===== src/rtl/addsub_pkg.sv =====
// Shared definitions for the nibble-serial add/subtract sequencer:
// FSM state encoding, slice width and index-width helper.
package addsub_pkg;

  localparam int NIBBLE_W = 4;

  typedef enum logic [1:0] {
    ST_IDLE = 2'd0,
    ST_RUN  = 2'd1,
    ST_DONE = 2'd2
  } state_e;

  // Width of the nibble index counter: ceil(log2(n)), never below one bit.
  function automatic int idx_width(input int n);
    return (n > 1) ? $clog2(n) : 1;
  endfunction

endpackage


===== src/rtl/addsub_nibble_sequencer_slice.sv =====
// nibble_addsub_slice: combinational 4-bit ripple-carry adder built from
// full adders. Subtract is handled by the sequencer (B inversion, cin=1).
module nibble_addsub_slice
  import addsub_pkg::*;
(
  input  logic [NIBBLE_W-1:0] a_i,
  input  logic [NIBBLE_W-1:0] b_i,
  input  logic                cin_i,
  output logic [NIBBLE_W-1:0] sum_o,
  output logic                cout_o
);

  logic [NIBBLE_W:0] c_s;

  assign c_s[0] = cin_i;

  for (genvar i = 0; i < NIBBLE_W; i++) begin : g_fa
    assign sum_o[i]  = a_i[i] ^ b_i[i] ^ c_s[i];
    assign c_s[i+1]  = (a_i[i] & b_i[i]) | (c_s[i] & (a_i[i] ^ b_i[i]));
  end

  assign cout_o = c_s[NIBBLE_W];

endmodule


===== src/rtl/addsub_nibble_sequencer.sv =====
// addsub_nibble_sequencer: multi-word add/subtract computed one nibble per
// clock (LSB first) through a single shared 4-bit slice, carry chained in a
// register. Optional signed-overflow output enabled by the macro
// ADDSUB_OVERFLOW_FLAG_EN.
module addsub_nibble_sequencer
  import addsub_pkg::*;
#(
  parameter int NIBBLES = 4
) (
  input  logic                         clk,
  input  logic                         rst_n,
  input  logic                         start,
  input  logic                         sub,
  input  logic [NIBBLES*NIBBLE_W-1:0]  a,
  input  logic [NIBBLES*NIBBLE_W-1:0]  b,
  output logic                         busy,
  output logic                         done,
  output logic [NIBBLES*NIBBLE_W-1:0]  result,
  output logic                         carry_out
`ifdef ADDSUB_OVERFLOW_FLAG_EN
  ,
  output logic                         ovf
`endif
);

  localparam int W     = NIBBLES * NIBBLE_W;
  localparam int IDX_W = idx_width(NIBBLES);
  localparam logic [IDX_W-1:0] IDX_LAST = IDX_W'(NIBBLES - 1);

  state_e           state_q, state_d;
  logic [IDX_W-1:0] idx_q, idx_d;
  logic             carry_q, carry_d;
  logic             sub_q, sub_d;
  logic [W-1:0]     a_q, a_d;
  logic [W-1:0]     b_q, b_d;
  logic [W-1:0]     work_q, work_d;
  logic [W-1:0]     result_q, result_d;
  logic             cout_q, cout_d;
`ifdef ADDSUB_OVERFLOW_FLAG_EN
  logic             ovf_q, ovf_d;
`endif

  logic [NIBBLE_W-1:0] a_nib_s, b_nib_s, sum_s;
  logic                cout_s;

  // Select the current nibble of each latched operand; B is inverted for subtract.
  always_comb begin
    a_nib_s = NIBBLE_W'(a_q >> (idx_q * NIBBLE_W));
    b_nib_s = NIBBLE_W'(b_q >> (idx_q * NIBBLE_W)) ^ {NIBBLE_W{sub_q}};
  end

  nibble_addsub_slice u_slice (
    .a_i    (a_nib_s),
    .b_i    (b_nib_s),
    .cin_i  (carry_q),
    .sum_o  (sum_s),
    .cout_o (cout_s)
  );

  // Next-state and datapath update; result/carry_out only move on the completion edge.
  always_comb begin
    state_d  = state_q;
    idx_d    = idx_q;
    carry_d  = carry_q;
    sub_d    = sub_q;
    a_d      = a_q;
    b_d      = b_q;
    work_d   = work_q;
    result_d = result_q;
    cout_d   = cout_q;
`ifdef ADDSUB_OVERFLOW_FLAG_EN
    ovf_d    = ovf_q;
`endif
    case (state_q)
      ST_IDLE: begin
        if (start) begin
          a_d     = a;
          b_d     = b;
          sub_d   = sub;
          carry_d = sub;
          idx_d   = {IDX_W{1'b0}};
          state_d = ST_RUN;
        end else begin
          state_d = ST_IDLE;
        end
      end
      ST_RUN: begin
        for (int n = 0; n < NIBBLES; n++) begin
          if (idx_q == IDX_W'(n)) begin
            work_d[n*NIBBLE_W +: NIBBLE_W] = sum_s;
          end else begin
            work_d[n*NIBBLE_W +: NIBBLE_W] = work_q[n*NIBBLE_W +: NIBBLE_W];
          end
        end
        carry_d = cout_s;
        if (idx_q == IDX_LAST) begin
          result_d = work_d;
          cout_d   = cout_s;
`ifdef ADDSUB_OVERFLOW_FLAG_EN
          ovf_d    = (a_q[W-1] == (b_q[W-1] ^ sub_q)) && (work_d[W-1] != a_q[W-1]);
`endif
          idx_d    = {IDX_W{1'b0}};
          state_d  = ST_DONE;
        end else begin
          idx_d    = idx_q + 1'b1;
        end
      end
      ST_DONE: begin
        state_d = ST_IDLE;
      end
      default: begin
        state_d = ST_IDLE;
      end
    endcase
  end

  // State and datapath registers with synchronous active-low reset.
  always_ff @(posedge clk) begin
    if (!rst_n) begin
      state_q  <= ST_IDLE;
      idx_q    <= {IDX_W{1'b0}};
      carry_q  <= 1'b0;
      sub_q    <= 1'b0;
      a_q      <= {W{1'b0}};
      b_q      <= {W{1'b0}};
      work_q   <= {W{1'b0}};
      result_q <= {W{1'b0}};
      cout_q   <= 1'b0;
`ifdef ADDSUB_OVERFLOW_FLAG_EN
      ovf_q    <= 1'b0;
`endif
    end else begin
      state_q  <= state_d;
      idx_q    <= idx_d;
      carry_q  <= carry_d;
      sub_q    <= sub_d;
      a_q      <= a_d;
      b_q      <= b_d;
      work_q   <= work_d;
      result_q <= result_d;
      cout_q   <= cout_d;
`ifdef ADDSUB_OVERFLOW_FLAG_EN
      ovf_q    <= ovf_d;
`endif
    end
  end

  assign busy      = (state_q == ST_RUN);
  assign done      = (state_q == ST_DONE);
  assign result    = result_q;
  assign carry_out = cout_q;
`ifdef ADDSUB_OVERFLOW_FLAG_EN
  assign ovf       = ovf_q;
`endif

endmodule

===== config.mk =====
export PLATFORM = sky130hd
export DESIGN_NAME = addsub_nibble_sequencer
export DESIGN_NICKNAME = d
export VERILOG_FILES = /design/src/rtl/addsub_pkg.sv /design/src/rtl/addsub_nibble_sequencer_slice.sv /design/src/rtl/addsub_nibble_sequencer.sv
export SDC_FILE = /design/constraint.sdc
export NUM_CORES = 1
export LEC_CHECK = 0
export CAP_MARGIN = 20
export CORE_MARGIN = 3
export CORE_UTILIZATION = 52
export DETAILED_ROUTE_END_ITERATION = 8
export PLACE_DENSITY = 0.89
export SLEW_MARGIN = 15
export SYNTH_ARGS = -nofsm -noshare
export SYNTH_HDL_FRONTEND = slang
export SYNTH_HIERARCHICAL = 1
export SYNTH_SLANG_ARGS = --single-unit
export TNS_END_PERCENT = 5

===== constraint.sdc =====
create_clock -name clk -period 5.45 [get_ports clk]
set_input_delay 1.3625 -clock clk [delete_from_list [all_inputs] [get_ports clk]]
set_output_delay 1.3625 -clock clk [all_outputs]
set_load 0.005 [all_outputs]

After elaboration in Yosys (flattened, before gate mapping) --
Index checks and enable logic that the tools add are counted.
Operators by class: add/subtract/negate cells 1, reductions and logical operators 6, bitwise gates (word level) 21, eq/ne operators 7, shifts and indexed selects 2, mux-type cells 12
Operators with widths (count):
- 16-bit by 4-bit >> shifter with 4-bit output | 2
- 4-bit two-way mux | 4
- 1-bit AND | 8
- 2-bit case mux with 2 select lines | 2
- 1-bit bitwise XOR | 8
- 2-bit == test, second input constant | 3
- 2-bit two-way mux | 3
- 2-bit AND reduction | 3
- 2-bit by 1-bit == test with 1-bit output, second input constant | 2
- 2-bit logical NOT | 2
- 1-bit OR | 4
- 4-bit bitwise XOR | 1
- 2-bit by 1-bit adder with 2-bit output, second input constant | 1
- 1-bit two-way mux | 2
- 2-bit by 1-bit != test with 1-bit output, second input constant | 1
- 2-bit != test, second input constant | 1
- 1-bit case mux with 2 select lines | 1
- 2-bit nonzero test | 1
Word-level totals: flip-flop bits (word level) 71, output and inout bits 19, logic and storage cells 58

Longest topological paths before layout --
depth in word-level cells 12, depth in mapped cells 14, gate-level depth less buffers 13

Cells and area by module --
Netlist, hierarchy kept.
By module, submodules not included:
- addsub_nibble_sequencer | times used 1, cells an instance 301, area an instance 2909.0 µm², sequential area each 1341.3 µm²
- nibble_addsub_slice | times used 1, cells an instance 14, area an instance 117.6 µm², sequential area each 0.0 µm²

Least setup slack after synthesis --
Ideal clock, no wire load.
path type reg2reg, start register idx_q[1], end register work_q[11], buffers on the path 2, required time 5.374 ns, path slack 2.239 ns, stages on the path, launching flop included 15, arrival time 3.136 ns, path through dfxtp_1 > buf_2 > mux4_2 > xor2_1 > fa_1 > inv_1 > fa_1 > inv_1 > fa_1 > inv_1 > fa_1 > inv_1 > clkbuf_1 > nand3_1 > a21boi_0
Between the ends: longest elaborated chain between the ends 11
Ends and longest elaborated chain:
- start, declared | RTL line addsub_nibble_sequencer.sv:31 | logic [IDX_W-1:0] idx_q, idx_d;
- start signal, assigned | RTL line addsub_nibble_sequencer.sv:121 | idx_q <= {IDX_W{1'b0}};
- start signal, assigned | RTL line addsub_nibble_sequencer.sv:134 | idx_q <= idx_d;
- 16-bit by 4-bit >> shifter with 4-bit output (*) | RTL line addsub_nibble_sequencer.sv:49 | b_nib_s = NIBBLE_W'(b_q >> (idx_q * NIBBLE_W)) ^ {NIBBLE_W{sub_q}};
- 4-bit bitwise XOR (*) | RTL line addsub_nibble_sequencer.sv:49
- net b_nib_s[0] | RTL line addsub_nibble_sequencer.sv:43 | logic [NIBBLE_W-1:0] a_nib_s, b_nib_s, sum_s;
- 1-bit bitwise XOR | RTL line addsub_nibble_sequencer_slice.sv:19 | assign c_s[i+1] = (a_i[i] & b_i[i]) | (c_s[i] & (a_i[i] ^ b_i[i]));
- 1-bit AND | RTL line addsub_nibble_sequencer_slice.sv:19
- 1-bit OR (*) | RTL line addsub_nibble_sequencer_slice.sv:19
- 1-bit AND (*) | RTL line addsub_nibble_sequencer_slice.sv:19
- 1-bit OR (*) | RTL line addsub_nibble_sequencer_slice.sv:19
- 1-bit AND (*) | RTL line addsub_nibble_sequencer_slice.sv:19
- 1-bit OR (*) | RTL line addsub_nibble_sequencer_slice.sv:19
- 1-bit bitwise XOR (*) | RTL line addsub_nibble_sequencer_slice.sv:18 | assign sum_o[i] = a_i[i] ^ b_i[i] ^ c_s[i];
- net sum_s[3] | RTL line addsub_nibble_sequencer.sv:43
- 4-bit two-way mux (*) | RTL line addsub_nibble_sequencer.sv:89 | if (idx_q == IDX_W'(n)) begin
- end signal, assigned | RTL line addsub_nibble_sequencer.sv:126 | work_q <= {W{1'b0}};
- end signal, assigned | RTL line addsub_nibble_sequencer.sv:139 | work_q <= work_d;
- end, declared | RTL line addsub_nibble_sequencer.sv:36 | logic [W-1:0] work_q, work_d;
Mark *: on every way through the listed nets, which the timed path passes. The rest lies on a longest branch. A chain may end at the register's enable or synchronous reset.

Worst setup path after layout --
start register idx_q[0], end register result_q[3], in the netlist result[3]
RTL lines:
- 16-bit by 4-bit >> shifter with 4-bit output (*) | RTL line addsub_nibble_sequencer.sv:48 | a_nib_s = NIBBLE_W'(a_q >> (idx_q * NIBBLE_W));
- net a_nib_s[0] | RTL line addsub_nibble_sequencer.sv:43
- 1-bit bitwise XOR | RTL line addsub_nibble_sequencer_slice.sv:19
- 1-bit AND | RTL line addsub_nibble_sequencer_slice.sv:19
- 1-bit OR (*) | RTL line addsub_nibble_sequencer_slice.sv:19
- 1-bit AND (*) | RTL line addsub_nibble_sequencer_slice.sv:19
- 1-bit OR (*) | RTL line addsub_nibble_sequencer_slice.sv:19
- 1-bit AND (*) | RTL line addsub_nibble_sequencer_slice.sv:19
- 1-bit OR (*) | RTL line addsub_nibble_sequencer_slice.sv:19
- 1-bit bitwise XOR (*) | RTL line addsub_nibble_sequencer_slice.sv:18
- net sum_s[3] | RTL line addsub_nibble_sequencer.sv:43
- 4-bit two-way mux (*) | RTL line addsub_nibble_sequencer.sv:89
- end signal, assigned | RTL line addsub_nibble_sequencer.sv:127 | result_q <= {W{1'b0}};
- end signal, assigned | RTL line addsub_nibble_sequencer.sv:140 | result_q <= result_d;
- end, declared | RTL line addsub_nibble_sequencer.sv:37 | logic [W-1:0] result_q, result_d;
Marked as above.

==> results.sh <==
export IMPL_status="completed"
export IMPL_top_usage_layer="met2"
export IMPL_dp_final_hpwl_um=4200
export IMPL_core_area_um2=5570
export IMPL_p_clk_share_pct=36.9
export IMPL_synth_area_um2=3030
export IMPL_first_global_vias=2215
export IMPL_drive_gt1_share_pct=8.29
export IMPL_p_int_mw=0.809
export IMPL_grt_pass1_wl_um=10500
export IMPL_syn_area_per_cell_um2=9.61
export IMPL_use_met1_pct=24.6
export IMPL_power_frac_seq_pct=48.6
export IMPL_use_met3_pct=5.42
export IMPL_layout_common_cells="nand2_1, dfxtp_1, clkdlybuf4s50_1"
export IMPL_syn_num_nets=359
export IMPL_synthToLayoutAreaGrowth_pct=23.3
export IMPL_finClkSkew_ps=9.79
export IMPL_p_comb_share_pct=14.4
export IMPL_dieArea_um2=6770
export IMPL_grt_use_met2_pct=34.8
export IMPL_vias=2341
export IMPL_rrSetupSlack_ps=1960
export IMPL_dieHeight_um=82.3
export IMPL_fin_crit_sh_pct=64.0
export IMPL_min_delay_path_class="reg -> reg"
export IMPL_hold_viol_final=0
export IMPL_io_pins=55
export IMPL_vdd_drop_max_mv=0.177
export IMPL_p_leak_nw=1.40
export IMPL_ys_seq_area_share_pct=44.3
export IMPL_drt_iter0_markers=142
export IMPL_drc=0
export IMPL_timing_fmax_ghz=0.287
export IMPL_tightest_slew_ps=793
export IMPL_post_cts_buffers=0
export IMPL_ant_nets=0
export IMPL_tns_ps=0
export IMPL_final_common_cell="nand2_1"
export IMPL_synth_cell_types=35
export IMPL_drv_cap=0
export IMPL_synth_seq_cells=67
export IMPL_rsz0062_at_grt="no"
export IMPL_synthCells=315
export IMPL_ctsHoldBuffers=0
export IMPL_cts_tree="yes"
export IMPL_switchingPower_mw=0.274
export IMPL_setup_violations=0
export IMPL_grt_use_total_pct=20.7
export IMPL_dr_pass1_iters=4
export IMPL_swShare_pct=25.3
export IMPL_clkLatencyLatePin_ps=340
export IMPL_grt_max_degree=52
export IMPL_place_ws_ps=1980
export IMPL_die_width_um=82.3
export IMPL_yosys_warnings=6
export IMPL_antenna_found_initial=0
export IMPL_cts_root_buf="clkbuf_8"
export IMPL_rows=27
export IMPL_portBuffers=54
export IMPL_power_density_nw_per_um2=290
export IMPL_avgViaCountPerCell=5.39
export IMPL_fin_ws_ps=1960
export IMPL_yosysTopAreaCell="dfxtp_1"
export IMPL_finalNetCount=401
export IMPL_post_drt_wl_per_cell_um=14.3
export IMPL_slew_headroom_pct=46.8
export IMPL_end_kind="flop"
export IMPL_grt_overflow_total=0
export IMPL_initial_core_util_pct=54.3
export IMPL_gp_congestion=0.761
export IMPL_htree_levels=3
export IMPL_drv_slew=0
export IMPL_path_max_fanout=13
export IMPL_finalCriticalPeriod_ps=3490
export IMPL_cts_sinks=67
export IMPL_criticalPathCategory="reg -> reg"
export IMPL_cts_max_path_buffers=2
export IMPL_synth_area_top_cells="dfxtp_1, nand2_1, a21boi_1"
export IMPL_drt_total_wl_um=6210
export IMPL_cts_clk_slew_worst_paths_ps=70
export IMPL_cp_start_kind="flop"
export IMPL_worstPathArrival_ps=3760
export IMPL_ctsResizeCount=0
export IMPL_yosysTopAreaCellShare_pct=44.3
export IMPL_cts_buffers=9
export IMPL_cp_required_ps=5720
export IMPL_diodes=0
[power groups by stage]
stage,combinational [mW],sequential [mW],clock (mW)
3_3_place_gp,0.148,0.536,0
5_1_grt,0.174,0.529,0.427
6_report,0.156,0.526,0.400
4_1_cts,0.153,0.527,0.406
2_1_floorplan,0.115,0.529,0
3_5_place_dp,0.151,0.537,0
[synthesized netlist by cell type, drive strengths merged]
cell type / number
nand2: 79
dfxtp: 67
a21boi: 47
buf: 17
inv: 14
nand3: 14
mux2i: 12
o2bb2ai: 12
clkbuf: 10
mux4: 8
a22o: 5
fa: 4
ha: 4
xor2: 4
nand3b: 3
nor2b: 3
nand2b: 2
nor2: 2
a21oi: 1
a22oi: 1
and2: 1
nor3b: 1
o211a: 1
o21ai: 1
o21bai: 1
or3b: 1
[metrics by stage]
step                utilization [%]  total power [mW]  cell area (um^2)  hold slack, ps  std cells
floorplan                         -             0.644              3030             432        315
global placement               63.1             0.684              3510             440        416
detailed placement             63.1             0.689              3510             447        416
CTS                            66.4              1.09              3700             457        432
global route                   67.0              1.13              3730             477        434
finish                         67.0              1.08              3730             456        434
[flip-flops by register name (all words and copies together) (netlist names)]
register and flops:
idx_q 2, a_q 16, state_q 2, work_q 12, carry_q 1, result 16
sub_q 1, carry_out 1, b_q 16
[worst max-delay path, stage by stage (launching register included)]
cell and delay, ps:
dfxtp_1 760, mux4_2 610, fa_1 430, inv_1 80
fa_1 150, inv_1 50, fa_1 350, inv_1 80
fa_1 410, inv_1 210, mux2i_1 120, o2bb2ai_1 160
[path summary, 6_finish.rpt]
path                               start        end  depth (start not counted)
worst max register to register  idx_q[0]  result[3]                         11
worst max-delay path            idx_q[0]  result[3]                         11
worst min register to register   b_q[10]    b_q[10]                          2
worst min-delay path             b_q[10]    b_q[10]                          2
[logic make-up after synthesis]
kind of cell | Yosys count | synth area share [%]
AO/OA/AOI/OAI | 69 | 17.9
XOR/XNOR | 4 | 1.16
adder cells (fa/ha/maj) | 8 | 4.30
buffers and inverters | 41 | 7.15
flip-flops | 67 | 44.3
multiplexers | 20 | 9.92
AND/OR/NAND/NOR | 106 | 15.3
[per-layer routing]
| layer | routed length [um] | up-vias |
|---|---|---|
| li1 | - | 1145 |
| met1 | 2640 | 1107 |
| met2 | 3130 | 76 |
| met3 | 314 | 13 |
| met4 | 121 | 0 |
| met5 | 0 | - |
[final cells by class]
type	count	area (um^2)
sequential	67	1340
tap	72	90.1
inverter	14	52.6
fill	439	1840
timing repair buffer	58	586
multi-input combinational	207	1480
clock inverter	2	35.0
clock buffer	14	153
No activity file was read; power rests on OpenSTA's default activity.
